$ cat src/rtl/fp_add_pipe_pkg.sv
// Shared definitions for the pipelined floating-point adder: operand classes,
// flag bit positions and the operand classifier.
package fp_add_pipe_pkg;

  typedef enum logic [1:0] {
    CLS_ZERO,
    CLS_NORM,
    CLS_INF,
    CLS_NAN
  } fp_class_e;

  localparam int unsigned FLG_INVALID  = 2;
  localparam int unsigned FLG_OVERFLOW = 1;
  localparam int unsigned FLG_INEXACT  = 0;

  // Denormals (exp == 0) are deliberately folded into CLS_ZERO.
  function automatic fp_class_e fp_classify(input logic exp_ones, input logic exp_zero,
                                             input logic frac_zero);
    if (exp_zero) return CLS_ZERO;
    if (exp_ones) return frac_zero ? CLS_INF : CLS_NAN;
    return CLS_NORM;
  endfunction

endpackage

$ cat src/rtl/fp_add_pipe_lzc.sv
// Parametrised leading-zero counter; an all-zero input returns WIDTH.
module fp_lzc #(
  parameter int WIDTH = 27,
  parameter int CNT_W = 5
) (
  input  logic [WIDTH-1:0] data,
  output logic [CNT_W-1:0] count
);

  // Scan upward so the most significant set bit is the last one to win.
  always_comb begin
    count = CNT_W'(WIDTH);
    for (int unsigned i = 0; i < WIDTH; i++) begin
      if (data[i]) count = CNT_W'(WIDTH - 1 - i);
    end
  end

endmodule

$ cat src/rtl/fp_add_pipe.sv
// 3-stage pipelined floating-point adder/subtractor with RNE rounding,
// special-value handling, exception flags and a globally stalled handshake.
module fp_add_pipe
  import fp_add_pipe_pkg::*;
#(
  parameter int EXP_W = 8,
  parameter int MAN_W = 23
) (
  input  logic                   clk,
  input  logic                   rst_n,
  input  logic                   in_valid,
  output logic                   in_ready,
  input  logic [EXP_W+MAN_W:0]   A_FP,
  input  logic [EXP_W+MAN_W:0]   B_FP,
  input  logic                   op_sub,
  output logic                   out_valid,
  input  logic                   out_ready,
  output logic                   sign,
  output logic [EXP_W-1:0]       exponent,
  output logic [MAN_W-1:0]       mantissa,
  output logic [2:0]             flags
);

  localparam int W  = EXP_W + MAN_W + 1;
  localparam int XW = MAN_W + 4;            // hidden + fraction + G/R/S
  localparam int CW = $clog2(XW + 1);
  localparam int EW = EXP_W + 2;            // room for carry and negative exponents
  localparam logic [EXP_W-1:0] EXP_ONES = '1;
  localparam logic [W-1:0] QNAN = {1'b0, EXP_ONES, 1'b1, {(MAN_W-1){1'b0}}};

  logic advance;
  assign in_ready = ~out_valid | out_ready;
  assign advance  = in_ready;

  // ---------------- S1: classify, swap, align ----------------
  logic             a_s, b_s, x_s, y_s, swap;
  logic [EXP_W-1:0] a_e, b_e, x_e, y_e, shift;
  fp_class_e        a_cls, b_cls;
  logic [W-2:0]     a_mag, b_mag, x_mag, y_mag;
  logic [XW-1:0]    x_ext, y_ext, y_al;
  logic [2*XW-1:0]  y_wide;
  logic             sp_hit;
  logic [W-1:0]     sp_word;
  logic [2:0]       sp_flags;

  always_comb begin
    a_s   = A_FP[W-1];
    b_s   = B_FP[W-1] ^ op_sub;
    a_e   = A_FP[W-2:MAN_W];
    b_e   = B_FP[W-2:MAN_W];
    a_cls = fp_classify(&a_e, ~|a_e, ~|A_FP[MAN_W-1:0]);
    b_cls = fp_classify(&b_e, ~|b_e, ~|B_FP[MAN_W-1:0]);
    a_mag = (a_cls == CLS_ZERO) ? '0 : A_FP[W-2:0];
    b_mag = (b_cls == CLS_ZERO) ? '0 : B_FP[W-2:0];
    swap  = b_mag > a_mag;
    x_s   = swap ? b_s : a_s;
    y_s   = swap ? a_s : b_s;
    x_mag = swap ? b_mag : a_mag;
    y_mag = swap ? a_mag : b_mag;
    x_e   = x_mag[W-2:MAN_W];
    y_e   = y_mag[W-2:MAN_W];
    x_ext = (x_mag == '0) ? '0 : {1'b1, x_mag[MAN_W-1:0], 3'b000};
    y_ext = (y_mag == '0) ? '0 : {1'b1, y_mag[MAN_W-1:0], 3'b000};
    shift  = x_e - y_e;
    y_wide = {y_ext, {XW{1'b0}}} >> shift;
    if (32'(shift) >= 32'(XW - 1)) y_al = {{(XW-1){1'b0}}, |y_ext};
    else                           y_al = {y_wide[2*XW-1:XW+1], y_wide[XW] | (|y_wide[XW-1:0])};

    sp_hit   = (a_cls == CLS_INF) || (a_cls == CLS_NAN) || (b_cls == CLS_INF) || (b_cls == CLS_NAN);
    sp_word  = '0;
    sp_flags = '0;
    if (a_cls == CLS_NAN || b_cls == CLS_NAN ||
        (a_cls == CLS_INF && b_cls == CLS_INF && a_s != b_s)) begin
      sp_word               = QNAN;
      sp_flags[FLG_INVALID] = 1'b1;
    end else if (a_cls == CLS_INF) begin
      sp_word = {a_s, EXP_ONES, {MAN_W{1'b0}}};
    end else begin
      sp_word = {b_s, EXP_ONES, {MAN_W{1'b0}}};
    end
  end

  logic             s1_valid, s1_sp, s1_sign, s1_zsign, s1_sub;
  logic [W-1:0]     s1_sp_word;
  logic [2:0]       s1_sp_flags;
  logic [EXP_W-1:0] s1_exp;
  logic [XW-1:0]    s1_x, s1_y;

  always_ff @(posedge clk or negedge rst_n) begin
    if (!rst_n) begin
      s1_valid <= 1'b0; s1_sp <= 1'b0; s1_sign <= 1'b0; s1_zsign <= 1'b0; s1_sub <= 1'b0;
      s1_sp_word <= '0; s1_sp_flags <= '0; s1_exp <= '0; s1_x <= '0; s1_y <= '0;
    end else if (advance) begin
      s1_valid    <= in_valid;
      s1_sp       <= sp_hit;
      s1_sp_word  <= sp_word;
      s1_sp_flags <= sp_flags;
      s1_sign     <= x_s;
      s1_zsign    <= x_s & y_s;
      s1_sub      <= x_s ^ y_s;
      s1_exp      <= x_e;
      s1_x        <= x_ext;
      s1_y        <= y_al;
    end
  end

  // ---------------- S2: add/subtract ----------------
  logic             s2_valid, s2_sp, s2_sign, s2_zsign;
  logic [W-1:0]     s2_sp_word;
  logic [2:0]       s2_sp_flags;
  logic [EXP_W-1:0] s2_exp;
  logic [XW:0]      s2_sum, sum_d;

  // |X| >= |Y| after the swap, so the difference never goes negative.
  assign sum_d = s1_sub ? ({1'b0, s1_x} - {1'b0, s1_y}) : ({1'b0, s1_x} + {1'b0, s1_y});

  always_ff @(posedge clk or negedge rst_n) begin
    if (!rst_n) begin
      s2_valid <= 1'b0; s2_sp <= 1'b0; s2_sign <= 1'b0; s2_zsign <= 1'b0;
      s2_sp_word <= '0; s2_sp_flags <= '0; s2_exp <= '0; s2_sum <= '0;
    end else if (advance) begin
      s2_valid    <= s1_valid;
      s2_sp       <= s1_sp;
      s2_sp_word  <= s1_sp_word;
      s2_sp_flags <= s1_sp_flags;
      s2_sign     <= s1_sign;
      s2_zsign    <= s1_zsign;
      s2_exp      <= s1_exp;
      s2_sum      <= sum_d;
    end
  end

  // ---------------- S3: normalise, round, pack ----------------
  logic [CW-1:0]    lz;
  logic [XW-1:0]    norm;
  logic [EW-1:0]    e_norm, e_rnd;
  logic             up, e_neg;
  logic [MAN_W+1:0] rnd;
  logic [MAN_W-1:0] frac;
  logic [W-1:0]     res_word;
  logic [2:0]       res_flags;

  fp_lzc #(.WIDTH(XW), .CNT_W(CW)) u_lzc (
    .data  (s2_sum[XW-1:0]),
    .count (lz)
  );

  always_comb begin
    if (s2_sum[XW]) begin
      norm   = {s2_sum[XW:2], s2_sum[1] | s2_sum[0]};
      e_norm = {2'b00, s2_exp} + EW'(1);
    end else begin
      norm   = s2_sum[XW-1:0] << lz;
      e_norm = {2'b00, s2_exp} - EW'(lz);
    end
    up    = norm[2] & (norm[1] | norm[0] | norm[3]);
    rnd   = {1'b0, norm[XW-1:3]} + (MAN_W+2)'(up);
    e_rnd = e_norm + EW'(rnd[MAN_W+1]);
    frac  = rnd[MAN_W+1] ? rnd[MAN_W:1] : rnd[MAN_W-1:0];
    e_neg = e_rnd[EW-1];

    res_word  = {s2_sign, e_rnd[EXP_W-1:0], frac};
    res_flags = '0;
    res_flags[FLG_INEXACT] = |norm[2:0];
    if (s2_sp) begin
      res_word  = s2_sp_word;
      res_flags = s2_sp_flags;
    end else if (s2_sum == '0) begin
      res_word  = {s2_zsign, {(W-1){1'b0}}};
      res_flags = '0;
    end else if (!e_neg && e_rnd >= {2'b00, EXP_ONES}) begin
      res_word  = {s2_sign, EXP_ONES, {MAN_W{1'b0}}};
      res_flags = '0;
      res_flags[FLG_OVERFLOW] = 1'b1;
      res_flags[FLG_INEXACT]  = 1'b1;
    end else if (e_neg || e_rnd == '0) begin
      res_word  = {s2_sign, {(W-1){1'b0}}};
      res_flags = '0;
      res_flags[FLG_INEXACT] = 1'b1;
    end
  end

  always_ff @(posedge clk or negedge rst_n) begin
    if (!rst_n) begin
      out_valid <= 1'b0; sign <= 1'b0; exponent <= '0; mantissa <= '0; flags <= '0;
    end else if (advance) begin
      out_valid <= s2_valid;
      sign      <= res_word[W-1];
      exponent  <= res_word[W-2:MAN_W];
      mantissa  <= res_word[MAN_W-1:0];
      flags     <= res_flags;
    end
  end

endmodule

$ cat config.mk
export PLATFORM = sky130hd
export DESIGN_NAME = fp_add_pipe
export DESIGN_NICKNAME = d
export VERILOG_FILES = /design/src/rtl/fp_add_pipe_pkg.sv /design/src/rtl/fp_add_pipe_lzc.sv /design/src/rtl/fp_add_pipe.sv
export SDC_FILE = /design/constraint.sdc
export NUM_CORES = 1
export LEC_CHECK = 0
export ABC_CLOCK_PERIOD_IN_PS = 6910
export CAP_MARGIN = 20
export CORE_AREA = 5 5 213 215
export CTS_CLUSTER_DIAMETER = 120
export CTS_CLUSTER_SIZE = 16
export DETAILED_ROUTE_END_ITERATION = 7
export DIE_AREA = 0 0 218 220
export HOLD_SLACK_MARGIN = 0.15
export MAX_ROUTING_LAYER = met4
export SYNTH_ARGS = -nofsm -noshare
export SYNTH_HDL_FRONTEND = slang
export SYNTH_SLANG_ARGS = --single-unit
$ cat constraint.sdc
create_clock -name clk -period 6.91 [get_ports clk]
set_clock_uncertainty 0.2 [all_clocks]
set_input_delay 1.0365 -clock clk [delete_from_list [all_inputs] [get_ports clk]]
set_output_delay 1.0365 -clock clk [all_outputs]
set_load 0.02 [all_outputs]
==> results of run 1 <==
synthesized netlist by cell type, drive strengths merged (6+ instances only):
cell type / count / area (um2)
nor2: 188 / 715.7
a31oi: 24 / 150.1
or4: 7 / 60.06
a32o: 6 / 60.06
or2: 6 / 37.54
a211o: 8 / 70.07
and3: 18 / 117.6
nor3: 69 / 355.3
a221o: 8 / 80.08
inv: 69 / 259.0
nand2b: 16 / 100.1
nor2b: 15 / 93.84
a2111oi: 15 / 156.4
xor2: 23 / 201.4
and4: 6 / 52.55
o211ai: 24 / 180.2
o32ai: 8 / 85.08
a21o: 19 / 142.6
ha: 67 / 838.3
a21oi: 129 / 660.6
nand2: 280 / 1054
mux4: 18 / 405.4
nor4: 31 / 236.5
o22ai: 7 / 43.79
a221oi: 6 / 58.80
a22oi: 11 / 87.58
o21ai: 123 / 615.6
a22o: 51 / 446.7
o21a: 17 / 128.9
mux2i: 50 / 500.5
or3: 17 / 106.4
xnor2: 56 / 490.5
clkbuf: 91 / 342.8
nand4: 21 / 131.4
nand3: 62 / 310.3
o31ai: 30 / 225.2
buf: 51 / 277.8
dfrtp: 146 / 3654
o21bai: 8 / 60.06
a211oi: 28 / 222.7
mux2: 17 / 195.2
and2: 22 / 137.6
a21boi: 9 / 67.57
nor3b: 7 / 52.55
sequential cells by signal, indices dropped and copies added (netlist names), 3 cells and up:
| register | count |
|---|---|
| s2_sum | 28 |
| s1_y | 27 |
| s1_x | 24 |
| mantissa | 23 |
| exponent | 8 |
| s1_exp | 8 |
| s2_exp | 8 |
| flags | 3 |
| s1_sp_word | 3 |
| s2_sp_word | 3 |
critical path: cells and delay by family (launching register included):
kind                       cells  cell delay (ns)
buffers and inverters          4             0.54
DFF                            1             0.45
xor gates and xnor gates       1             0.18
adders and majority gates      1             0.16
and+or+nand+nor               12             3.08
AOI/OAI and AO/OA              9             1.81
where the power goes:
group | internal, mW | switching (mW)
clock network | 0.525 | 0.420
registers | 1.16 | 0.263
logic | 2.66 | 3.36
cell usage in the layout, fill, tap and decap left out, types with 10 or more instances in the layout:
cell             Yosys  layout
a22o_1              51      51
a21o_1              19      19
or3_1               17      17
buf_12               0      10
a211oi_1            27      25
o21a_1              16      16
nand2b_1            16      16
nand4_1             21      21
o211ai_1            24      24
mux2_2              14      14
and3_1              17      17
clkdlybuf4s50_1      0     104
dfrtp_1            146     146
o21ai_0            120     116
a22oi_1             10      10
mux2i_1             50      49
xor2_1              23      23
o31ai_1             30      30
xnor2_1             56      56
buf_4                8     322
inv_1               67      65
clkbuf_16            0      17
ha_1                67      67
nor4_1              27      25
a2111oi_0           13      10
and2_1              20      20
a31oi_1             24      24
mux4_2              18      18
nand2_1            279     279
nor2_1             186     183
nor3_1              67      66
nand3_1             62      62
a21oi_1            127     126
nor2b_1             15      13
per-stage QoR:
stage	cell area [um2]	worst slack [ns]	power, mW	util
2_1_floorplan	15020	0.05867	5.064	-
4_1_cts	19360	0.1412	8.332	0.4445
3_5_place_dp	18760	-0.2966	7.346	0.4307
6_report	19450	0.3454	8.389	0.4467
3_3_place_gp	18760	-0.2357	7.307	0.4307
5_1_grt	19450	0.005674	9.035	0.4467
cell families (layout without fill, tap and decap cells):
logic type	count (synthesis)	in the layout	synth area share
muxes	85	85	0.07365
AOI/OAI and AO/OA	578	578	0.2654
adders and majority gates	68	68	0.05742
xor gates and xnor gates	79	79	0.04628
and+or+nand+nor	791	791	0.2534
buffers and inverters	213	540	0.05942
DFF	146	146	0.2444
cell type report:
cell class,instances,area [um2]
fill,4441,24090
inverter,71,270.3
tap,592,740.7
clock buffer,18,439.2
timing repair buffer,437,3670
multi-input combinational,1601,10520
sequential,146,3654
clock inverter,14,160.2
layer usage:
| metal | vias to the layer above | part of all wire | global-route usage |
|---|---|---|---|
| met4 | 0 | 0.045 | 0.1032 |
| li1 | 7852 | - | - |
| met5 | - | 0 | - |
| met2 | 545 | 0.48 | 0.3946 |
| met1 | 7721 | 0.44 | 0.3058 |
| met3 | 152 | 0.042 | 0.02500 |
repair_timing:
action,4_1_cts,5_1_grt
pin swaps,0,3
endpoints found under the setup margin,11,32
setup buffers,0,2
hold buffers,0,0
resized for setup,2,22
worst max-delay path by stage:
stage | start | end | cells after the start | slack (ns)
2_1_floorplan | B_FP[28] | s1_y[0] | 30 | 0.06
3_3_place_gp | B_FP[23] | s1_y[0] | 29 | -0.24
3_5_place_dp | B_FP[23] | s1_y[0] | 30 | -0.30
4_1_cts | B_FP[23] | s1_y[0] | 30 | 0.14
5_1_grt | s2_sum[25] | mantissa[4] | 27 | 0.006
6_report | s2_sum[4] | mantissa[8] | 27 | 0.35
==> metrics.txt, run 1 <==
status=finished clean; post-synthesis instance area=14950 um2; overall die area=47960 um2; startpoint kind of the worst setup timing path=register; post-synthesis area per instance=7.627 um2; Synth Flop Type=dfrtp_1; worst reg2reg path startpoint=s2_sum[4]; Reg clk slew, reported paths=0.07 ns; max-cap violation count=0; ratio of cells with drive above 1 in the final layout=0.1990; minimum clock period after layout=6.565 ns; unrepaired setup endpoints after global routing=false; overall overflow remaining after global route=0; number of vias per cell after detailed routing=5.651; critical setup path kind=register to register; class of the worst hold path=register to register; count of antenna-violating nets left after detailed routing=0; count of TritonRoute iterations in the first routing pass=6; cell count after synthesis=1960; Die Wd=218 um; hold path startpoint=s2_valid; number of clock sinks seen by CTS=146; total instance count after detailed placement=2845; vias in the first global route=16180; Arr. time, crit path=6.69 ns; count of flip-flops with a built-in enable after synthesis=0; post-synthesis to final-layout area growth=30.13%; Crit. End Element=register; clock latency at the later pin of the worst-skew pair=0.44 ns; CP max stage delay=0.55 ns; boundary pin count=106; Leakage=8.586 nW; register-to-register setup slack=0.35 ns; Total Routed Length=57050 um; Core Footprint=43550 um2; number of DRC markers in iteration 0=1223; endpoint of the lowest-slack register-to-register path=mantissa[8]; HPWL after DPL=45540 um; DRC viols=0; fraction of the cycle the final worst path needs=0.9500; final layout net count=2411; # rows=77; worst-margin pin slew=0.9560 ns; clock tree from TritonCTS=built; total track usage=0.2412; number of hold violations in the final report=0; # diodes=0; final sum of negative setup slack=0 ns; CTS buffer count=17; Synthesized Nets=2097; Worst slew margin=0.3626; global placement routability congestion=0.9987; Final Hold Slack=0.2588 ns; number of distinct library cells after synthesis=102; largest net degree at the start of global routing=143; number of antenna violations at the first check in global routing=0; sequential share of the synthesized area=0.2444; total of buffers placed on input and output ports=105; count of vias placed by the detailed router=16270; deepest clock path buffer count=2; count of pins over their slew limit=0; number of warnings issued by yosys=0; number of standard cells in the final layout excluding fillers=2879; # H-tree levels=4; Data required, critical path=7.04 ns; share of async-settable or async-resettable flops after synthesis=1.000; CTS root buffer=clkbuf_16; slowest cell on the critical path=or4_1; hold path endpoint=out_valid; Peak VDD IR=0.2149 mV; first-pass GRT wire length=90210 um; final setup vio count=0; hold depth=1; number of register bits inferred by synthesis=146; total power divided by cell area=431.2 nW/um2; Worst Reg-to-Reg Cells=27; Max Freq=0.1523 GHz; biggest fanout along the worst timing path=9; initial standard-cell utilization of the core=0.3433; routed wirelength normalized by instance count=19.81 um; die outline height=220 um
No activity file was read; power rests on OpenSTA's default activity.
==> inputs of run 2 (changes only) <==
--- a/config.mk
+++ b/config.mk
@@ -7,13 +7,14 @@
 export LEC_CHECK = 0
 export ABC_CLOCK_PERIOD_IN_PS = 6910
 export CAP_MARGIN = 20
-export CORE_AREA = 5 5 213 215
+export CORE_AREA = 5 5 208 210
 export CTS_CLUSTER_DIAMETER = 120
 export CTS_CLUSTER_SIZE = 16
 export DETAILED_ROUTE_END_ITERATION = 7
-export DIE_AREA = 0 0 218 220
+export DIE_AREA = 0 0 213 215
 export HOLD_SLACK_MARGIN = 0.15
 export MAX_ROUTING_LAYER = met4
 export SYNTH_ARGS = -nofsm -noshare
 export SYNTH_HDL_FRONTEND = slang
+export SYNTH_HIERARCHICAL = 1
 export SYNTH_SLANG_ARGS = --single-unit
==> metrics.txt, run 2 <==
startpoint kind of the worst setup timing path=register; worst-case setup margin in the final layout=0.3462 ns (+0.0008470 ns); number of hold violations in the final report=0 (unchanged); # H-tree levels=4 (unchanged); commonest non-fill, non-tap cell in the layout=nand2_1; deepest clock path buffer count=2 (unchanged); area leader, netlist=dfrtp_1; Synth Flop Type=dfrtp_1; count of TritonRoute iterations in the first routing pass=7 (+1); initial standard-cell utilization of the core=0.3428 (-0.0005275); sequential share of the synthesized area=0.2576 (+0.01317); Leakage=7.645 nW (-11%); Die Wd=213 um (-2.3%); final setup vio count=0 (unchanged); vias in the first global route=14240 (-12%); post-synthesis instance area=14180 um2 (-5.1%); share of async-settable or async-resettable flops after synthesis=1.000 (unchanged); count of antenna-violating nets left after detailed routing=0 (unchanged); Reg clk slew, reported paths=0.08 ns (about the same); count of pins over their slew limit=0 (unchanged); total instance count after detailed placement=2492 (-12%); critical setup path kind=register to register; summed area of non-filler cells in the final layout=17550 um2 (-9.8%); number of standard cells in the final layout excluding fillers=2529 (-12%); Data required, critical path=7.05 ns (about the same); cell count after synthesis=1775 (-9.4%); clock latency at the later pin of the worst-skew pair=0.45 ns (about the same); ranking of synthesized cells by instance count=273 x nand2_1, 156 x nor2_1, 146 x dfrtp_1; Max Freq=0.1524 GHz (about the same); overall die area=45800 um2 (-4.5%); hold buffers post-CTS=0 (unchanged); proportion of netlist area held by the largest area contributor=0.2576 (+0.01317); number of register bits inferred by synthesis=146 (unchanged); largest cells by area after synthesis=dfrtp_1 26%, nand2_1 7.2%, mux4_2 6.5%; post-synthesis to final-layout area growth=23.75%; final sum of negative setup slack=0 ns (unchanged); CTS buffer count=17 (unchanged); clock tree from TritonCTS=built; largest net degree at the start of global routing=87 (-39%); total track usage=0.2175 (-0.02372); worst slack after detailed placement=0.02416 ns (+0.3207 ns); worst-margin pin slew=1.047 ns (+0.09129 ns); commonest cells after routing, fill and taps aside=273 x nand2_1, 184 x buf_4, 156 x nor2_1, 146 x dfrtp_1, 116 x a21oi_1; library cell with the highest instance count after synthesis=nand2_1; class of the worst hold path=register to register; number of clock sinks seen by CTS=146 (unchanged); # rows=75 (-2.6%); # diodes=0 (unchanged); routed wirelength normalized by instance count=19.28 um (-2.7%); unrepaired setup endpoints after global routing=false; number of distinct library cells after synthesis=97 (-4.9%); CTS root buffer=clkbuf_16; minimum clock period after layout=6.564 ns (-0.0008470 ns); first-pass GRT wire length=78320 um (-13%); boundary pin count=106 (unchanged); number of DRC markers in iteration 0=1000 (-18%); die outline height=215 um (-2.3%); Final Hold Slack=0.2549 ns (-0.003904 ns); number of antenna violations at the first check in global routing=0 (unchanged); post-synthesis area per instance=7.991 um2 (+4.8%); max-cap violation count=0 (unchanged); Arr. time, crit path=6.71 ns (+0.02 ns); global placement routability congestion=0.9676 (-3.1%); placed instance area=16870 um2 (-10%); register containing the most flip-flops in the final layout=s2_sum; fraction of the cycle the final worst path needs=0.9499 (about the same); overall overflow remaining after global route=0 (unchanged); DRC viols=0 (unchanged); total power=8.399 mW (+0.11%); total of buffers placed on input and output ports=105 (unchanged); fillcell total=4209 (-5.2%); biggest fanout along the worst timing path=12 (+3); count of flip-flops with a built-in enable after synthesis=0 (unchanged); ratio of cells with drive above 1 in the final layout=0.1673 (-0.03161); final core utilization=0.4242 (-0.02257); Synthesized Nets=1913 (-8.8%); Peak VDD IR=0.2345 mV (+9.1%); Worst slew margin=0.2983 (-0.06430); final layout net count=2115 (-12%); status=finished clean; Total Routed Length=48760 um (-15%); Crit. End Element=register; Core Footprint=41380 um2 (-5.0%); number of warnings issued by yosys=6 (+6); total power divided by cell area=478.5 nW/um2 (+11%); Top Registers=s2_sum: 28 flops, s1_y: 27 flops, s1_x: 24 flops; count of vias placed by the detailed router=14170 (-13%); number of vias per cell after detailed routing=5.604 (-0.83%); Largest register FFs=28 (unchanged); HPWL after DPL=38880 um (-15%)
==> run 2: changes by cell type after synthesis, sizes merged, moves of 12 or more <==
cell / change
and2: -13
clkbuf: -21
a21o: -12
mux4: +23
nor2: -30
o31ai: -14
==> run 2: cell type report <==
cell class	count	area, um2	share of cell area
Tap cell	539	674.4	0.03842
Inverter	79	300.3	0.01711
Timing Repair Buffer	294	2525	0.1438
Clock inverter	15	168.9	0.009623
Clock buffer	17	425.4	0.02424
Sequential cell	146	3654	0.2081
Multi-Input combinational cell	1439	9806	0.5586
==> run 2: kinds of logic (layout without fill, tap and decap cells) <==
| kind of cell | Yosys count | in the layout | synth area share |
|---|---|---|---|
| simple gates | 702 | 702 | 0.2308 |
| flops | 146 | 146 | 0.2576 |
| fa+ha+maj | 69 | 69 | 0.06139 |
| mux | 114 | 114 | 0.1188 |
| xor+xnor | 89 | 89 | 0.05654 |
| compound gates | 465 | 465 | 0.2180 |
| buf+inv | 190 | 405 | 0.05680 |
==> run 2: worst paths after layout <==
kind	startpoint	endpoint	cells after the start	slack, ns
worst max-delay path	s2_sum[10]	mantissa[21]	26	0.35
worst min-delay path	s2_valid	s2_valid	2	0.25
worst max register to register	s2_sum[10]	mantissa[21]	26	0.35
worst min register to register	s2_valid	s2_valid	2	0.25
max in group asynchronous	rst_n	s1_x[12]	2	4.70
min in group asynchronous	rst_n	flags[1]	1	0.45
==> run 2: routing by layer <==
metal | global-route usage | share of wire
met4 | 0.06913 | 0.033
met2 | 0.3661 | 0.49
met3 | 0.02946 | 0.046
met5 | - | 0
met1 | 0.2705 | 0.43
==> run 2: timing repair <==
action | CTS | global route
buffers inserted | 0 | 5
hold endpoints to repair | 0 | 0
setup endpoints to repair | 0 | 23
resized for setup | 0 | 13
==> run 2: critical path, stage by stage (launching register included) <==
cell and delay, ns:
dfrtp_1 0.37, nor3_1 0.16, o21ai_0 0.16, o221a_4 0.30, o22ai_4 0.41, buf_4 0.20
mux4_2 0.55, mux4_2 0.49, a221o_1 0.38, o21ai_0 0.16, nor3_1 0.12, nand2b_1 0.11
nor3_1 0.07, nand3_1 0.12, nor2_1 0.06, buf_4 0.15, ha_1 0.21, and3_1 0.17
xor2_1 0.18, or4_1 0.49, or3_1 0.31, o41a_1 0.33, or4b_4 0.25, buf_4 0.12
nor2_1 0.06, buf_4 0.14, a22o_1 0.19
==> run 2: power by group <==
part	internal [mW]	switching, mW
Clock	0.540	0.410
Combinational	2.79	3.24
Sequential	1.17	0.247
Total	4.50	3.90
==> RTL edit 1, RTL diff (settings of run 1) <==
The parameter `MAN_W` goes from 23 to 21.
--- a/src/rtl/fp_add_pipe.sv
+++ b/src/rtl/fp_add_pipe.sv
@@ -4,7 +4,7 @@
   import fp_add_pipe_pkg::*;
 #(
   parameter int EXP_W = 8,
-  parameter int MAN_W = 23
+  parameter int MAN_W = 21
 ) (
   input  logic                   clk,
   input  logic                   rst_n,
Ports: changed (resized A_FP, B_FP and mantissa); port bits go from 106 to 100. No check against the original RTL was run, so the function may have changed too.
==> RTL edit 1 against run 1 <==
Final area is 6.4% lower; synthesized area is 8.1% lower; critical endpoint is now mantissa[2]; sequential cell count is 8 lower; total power is 2.7% lower; sequential power is 7% lower; setup slack worse by 60 ps; final cell count is 7.2% lower; largest power group unchanged; combinational power is 1% lower; hold slack worse by 0.76 ps; synthesized cell count is 10% lower; routed wire length is 3.6% lower.
==> RTL edit 1: results (changes against run 1) <==
Global routing:
- The largest net degree at the start of global routing is 120 (-16%).
- The wire length of the first global-routing pass is 86300 um (-4.4%).
- The total global-route track usage is 0.234 (-0.00747).

Finish:
- The largest registers in the layout are s2_sum (26), s1_y (25), s1_x (22).
- The flip-flop and latch area is 3450 um^2 (-5.5%).
- The number of filler cells placed in the layout is 4499 (+1.3%).
- The number of nets in the finished design is 2197 (-8.9%).
- The ratio of cells with drive above 1 in the final layout is 0.223 (+0.0242).

Setup path:
- The worst-path maximum fanout is 15 (+6).
- The biggest cell delay along the critical path was 610 ps (+60 ps).
- The slowest cell on the critical path is sky130_fd_sc_hd__mux4_2.

Clock tree:
- The number of buffers added to fix hold violations after cts is 0 (unchanged).

Placed design:
- The worst setup slack after placement is -177 ps (+120 ps).
- The estimated wirelength of the detail-placed design is 44600 um (-2.1%).
- The final weighted congestion in routability-driven placement was 1.02 (+2.0%).
- The instance count after placement with tap cells included is 2631 (-7.5%).
- The number of buffers inserted by port buffering is 99 (-5.7%).
- The instance area after placement is 17400 um^2 (-7.4%).

Pwr:
- The switching power summed over all nets is 3.88 mW (-3.9%).
- The power density relative to cell area came to 448 nW/um^2 (+3.9%).
- The maximum ir drop on the vdd rail is 0.194 mV (-9.8%).
- The leakage power summed over all cells is 7.96 nW (-7.2%).
- The part of the total power dissipated in combinational logic came to 0.729 (+0.012).
- The clock network power is 0.879 mW (-7.0%).

Drt:
- The detailed-route vias per instance was 5.56 (-1.7%).
- The length of the first detailed-routing pass in iterations is 7 (+1).
- The count of vias placed by the detailed router was 14800 (-8.8%).
- The post-detailed-routing wire length came to 55000 um (-3.6%).

Hold path:
- The hold path depth is 2 (+1).

Yosys:
- The register area share after synthesis is 0.251 (+0.00693).
- The distinct cell type count of the synthesized netlist is 107 (+4.9%).
- The net count after synthesis is 1884 (-10%).
- By area the synthesized netlist is led by sky130_fd_sc_hd__dfrtp_1 (25%), sky130_fd_sc_hd__nand2_1 (7.3%), sky130_fd_sc_hd__ha_1 (5.7%).

Outcome:
- The run finished with clean final reports.

Timing:
- The worst slew margin relative to its limit is 0.366 (+0.00347).
-- RTL edit 1: path summary, 6_finish.rpt --
| path | start | endpoint | slack [ps] |
|---|---|---|---|
| max | s2_sum[18] | mantissa[2] | 290 |
| min | s1_sp_word[28] | s2_sp_word[28] | 260 |
| max reg2reg | s2_sum[18] | mantissa[2] | 290 |
| min reg2reg | s1_sp_word[28] | s2_sp_word[28] | 260 |
| max in group asynchronous | rst_n | s2_sum[7] | 4810 |
| min in group asynchronous | rst_n | exponent[3] | 410 |
-- RTL edit 1: layer usage --
metal	global-route usage	up-vias	part of all wire
li1	-	7116	-
met1	0.286	7124	0.43
met2	0.395	493	0.48
met3	0.0220	107	0.043
met4	0.102	0	0.047
met5	-	-	0
-- RTL edit 1: cell type report --
cell class / instances / area share
Clock inverter: 10 / 0.00529
Clock buffer: 20 / 0.0251
Tap cell: 592 / 0.0407
Inverter: 74 / 0.0157
Sequential cell: 138 / 0.190
Timing Repair Buffer: 409 / 0.190
Multi-Input combinational cell: 1428 / 0.534
-- RTL edit 1: worst max-delay path, delay by kind of cell, from the launching register on --
kind	cells	cell delay [ps]
AOI/OAI and AO/OA	9	1560
DFF	1	420
muxes	1	610
buffers and inverters	6	1010
adders and majority gates	2	290
and+or+nand+nor	9	2450
-- RTL edit 1: logic make-up (layout without fill, tap and decap cells) --
logic type,count (synthesis),in the layout,share of synthesized area
compound gates,511,511,0.258
xor+xnor,77,77,0.0491
fa+ha+maj,64,64,0.0588
buf+inv,189,513,0.0570
flops,138,138,0.251
mux,94,94,0.0901
simple gates,682,682,0.236
-- RTL edit 1: repair_timing --
item,in CTS,in global routing
endpoints found under the hold margin,0,0
gates resized for setup,5,42
gates cloned,0,1
setup endpoints to repair,14,29
setup buffers,5,4
pin swaps,3,14
==> RTL edit 2, RTL diff (config.mk and constraints of run 1) <==
Without the edit above. Make the reset (`rst_n`) synchronous in 3 clocked blocks.
--- a/src/rtl/fp_add_pipe.sv
+++ b/src/rtl/fp_add_pipe.sv
@@ -86,7 +86,7 @@
   logic [EXP_W-1:0] s1_exp;
   logic [XW-1:0]    s1_x, s1_y;
 
-  always_ff @(posedge clk or negedge rst_n) begin
+  always_ff @(posedge clk) begin
     if (!rst_n) begin
       s1_valid <= 1'b0; s1_sp <= 1'b0; s1_sign <= 1'b0; s1_zsign <= 1'b0; s1_sub <= 1'b0;
       s1_sp_word <= '0; s1_sp_flags <= '0; s1_exp <= '0; s1_x <= '0; s1_y <= '0;
@@ -114,7 +114,7 @@
   // |X| >= |Y| after the swap, so the difference never goes negative.
   assign sum_d = s1_sub ? ({1'b0, s1_x} - {1'b0, s1_y}) : ({1'b0, s1_x} + {1'b0, s1_y});
 
-  always_ff @(posedge clk or negedge rst_n) begin
+  always_ff @(posedge clk) begin
     if (!rst_n) begin
       s2_valid <= 1'b0; s2_sp <= 1'b0; s2_sign <= 1'b0; s2_zsign <= 1'b0;
       s2_sp_word <= '0; s2_sp_flags <= '0; s2_exp <= '0; s2_sum <= '0;
@@ -180,7 +180,7 @@
     end
   end
 
-  always_ff @(posedge clk or negedge rst_n) begin
+  always_ff @(posedge clk) begin
     if (!rst_n) begin
       out_valid <= 1'b0; sign <= 1'b0; exponent <= '0; mantissa <= '0; flags <= '0;
     end else if (advance) begin
Function: differs if rst_n is asserted again (counterexample within 4 cycles, from zero or initial values and one cycle with rst_n low); with rst_n held inactive, the same outputs for 4 cycles.
==> RTL edit 2 against run 1 <==
Non-clock buffer count shrank 94; total power grew 4.1%; setup slack lost 28 ps; routed wire length shrank 4.3%; maximum frequency shrank 0.42%; final area shrank 6.4%; count of clock-buffer cells in the layout is the same; sequential cell count is the same; synthesized area shrank 3.1%; sequential share of layout area shrank 2.7 points.
==> RTL edit 2: results (changes against run 1) <==
Yosys:
- The fraction of synthesized area in multiplexers is 0.0666 (-0.00707).
- The xor/xnor cell area share of the yosys netlist was 0.0556 (+0.00933).
- The warning count from the yosys run is 0 (unchanged).
- The adder-cell area share of the yosys netlist is 0.0592 (+0.00182).
- The distinct cell type count of the synthesized netlist is 105 (+2.9%).
- Sorting the synthesized cells by how often they occur yields sky130_fd_sc_hd__nand2_1 (324), sky130_fd_sc_hd__nor2_1 (224), sky130_fd_sc_hd__a21oi_1 (152).
- The cell type contributing the most total cell area after synthesis is sky130_fd_sc_hd__dfxtp_1.
- Ranked by total cell area, the synthesized netlist is headed by sky130_fd_sc_hd__dfxtp_1 (20%), sky130_fd_sc_hd__nand2_1 (8.4%), sky130_fd_sc_hd__nor2_1 (5.8%).
- The cell count after synthesis is 2059 (+5.1%).
- The proportion of register bits with asynchronous set or reset after synthesis is 0 (-1.00).
- The register area share after synthesis is 0.202 (-0.0427).
- The share of the synthesized area in compound gates (AO/OA/AOI/OAI) is 0.270 (+0.00507).
- The net count after synthesis was 2196 (+4.7%).

Placed design:
- The number of buffers inserted by port buffering is 105 (unchanged).
- The instance area after placement is 17600 um^2 (-6.4%).
- The worst setup slack after placement is -191 ps (+106 ps).
- The instance count after placement with tap cells included is 2848 (+0.11%).
- The estimated wirelength of the detail-placed design is 43100 um (-5.3%).
- The final weighted congestion in routability-driven placement is 0.962 (-3.7%).

Drt:
- The met2 wire length was 25300 um (-6.6%).
- The detailed-routed wire length on met3 is 2700 um (+11%).
- The detailed router used layers up to and including met4.
- The detailed-routing wirelength on met1 came to 24500 um (-1.7%).
- The post-detailed-routing wire length was 54600 um (-4.3%).
- The count of vias placed by the detailed router was 16200 (-0.58%).
- The mean routed wirelength per cell came to 18.9 um (-4.4%).
- The length of the first detailed-routing pass in iterations is 6 (unchanged).
- The number of design-rule violations left by the first detailed-router iteration is 1019 (-17%).

Global routing:
- The routing usage on met1 is 0.294 (-0.0119).
- The global-route track usage on met3 is 0.0298 (+0.00481).
- The wire length of the first global-routing pass is 86900 um (-3.7%).
- The total global-route track usage is 0.230 (-0.0112).
- The met2 track utilization from global routing is 0.373 (-0.0218).
- The initial antenna violation count came to 2 (+2).
- The largest net degree at the start of global routing is 106 (-26%).

Clock tree:
- The H-tree depth is 4 (unchanged).
- The cell chosen for the clock root is sky130_fd_sc_hd__clkbuf_16.
- The maximum buffer depth of the clock tree is 2 (unchanged).
- The clock latency on the worst-skew pair is 440 ps (about the same).
- The number of clock buffers inserted by TritonCTS is 17 (unchanged).

Finish:
- The number of nets in the finished design is 2414 (+0.12%).
- The largest registers in the layout are s2_sum (28), s1_y (27), s1_x (24).
- The ratio of cells with drive above 1 in the final layout is 0.171 (-0.0282).

Pwr:
- The leakage power summed over all cells is 7.47 nW (-13%).
- The switching power summed over all nets was 4.47 mW (+11%).
- The maximum ir drop on the vdd rail is 0.190 mV (-11%).

Timing:
- The transition at the pin with the smallest max-transition slack came to 858 ps (-97.9 ps).

Setup path:
- The signal arrival time at the worst endpoint is 6730 ps (+40 ps).
- The worst-path maximum fanout was 23 (+14).

Outcome:
- The run finished with clean final reports.
## RTL edit 2: changes by cell type after synthesis, sizes merged, moves of 12 or more
| cell | change |
|---|---|
| dfrtp | -146 |
| o211ai | +23 |
| nor2 | +41 |
| mux4 | -13 |
| o31ai | -14 |
| a211oi | +15 |
| a2111oi | -12 |
| a21oi | +23 |
| dfxtp | +146 |
| nand2 | +47 |
| nand3 | +12 |
| a22o | -44 |
## RTL edit 2: power by group through the flow
stage | registers (mW) | clock network (mW) | logic (mW)
after global placement | 1.17 | 0 | 6.55
after CTS | 1.15 | 0.951 | 6.55
final | 1.15 | 0.930 | 6.65
after detailed placement | 1.17 | 0 | 6.52
after global routing | 1.17 | 0.987 | 7.20
after floorplan | 1.14 | 0 | 4.01
## RTL edit 2: repair_timing
action                     CTS  global route
gates resized for setup      0            12
setup buffers                0             2
setup endpoints to repair    0            26
## RTL edit 2: final timing paths
| kind | start | end | slack, ps | cells after the start |
|---|---|---|---|---|
| worst min-delay path | mantissa[15] | mantissa[15] | 240 | 2 |
| worst max-delay path | B_FP[27] | s1_y[0] | 320 | 24 |
| worst max register to register | s2_sum[9] | mantissa[20] | 430 | 26 |
| worst min register to register | mantissa[15] | mantissa[15] | 240 | 2 |
## RTL edit 2: worst max-delay path, stage by stage
cell                              delay (ps)
sky130_fd_sc_hd__clkdlybuf4s50_1         440
sky130_fd_sc_hd__or4_4                   540
sky130_fd_sc_hd__or2_1                   260
sky130_fd_sc_hd__buf_12                  170
sky130_fd_sc_hd__nand2_1                 100
sky130_fd_sc_hd__inv_1                    60
sky130_fd_sc_hd__ha_1                    310
sky130_fd_sc_hd__nand4_1                 160
sky130_fd_sc_hd__or4_4                   540
sky130_fd_sc_hd__a211oi_4                380
sky130_fd_sc_hd__or2_4                   200
sky130_fd_sc_hd__a21oi_1                  60
sky130_fd_sc_hd__ha_1                    340
sky130_fd_sc_hd__inv_4                   130
sky130_fd_sc_hd__mux4_2                  540
sky130_fd_sc_hd__and2_1                  190
sky130_fd_sc_hd__a211oi_2                230
sky130_fd_sc_hd__nand2_1                  90
sky130_fd_sc_hd__o31a_1                  120
sky130_fd_sc_hd__o311ai_2                240
sky130_fd_sc_hd__mux2i_1                 120
sky130_fd_sc_hd__a211oi_1                190
sky130_fd_sc_hd__nand3_1                 110
sky130_fd_sc_hd__o21a_1                  170
## RTL edit 2: cells by family after synthesis
kind of cell | count (synthesis)
muxes | 87
buffers and inverters | 215
xor gates and xnor gates | 89
adders and majority gates | 68
AOI/OAI and AO/OA | 580
DFF | 146
and+or+nand+nor | 874
## RTL edit 2: final cells by class
cell class	instances	area, um^2
fill	4614	25300
multi-input combinational	1698	10800
timing repair buffer	343	2940
sequential	146	2920
tap	592	741
clock buffer	18	429
inverter	71	270
clock inverter	14	148
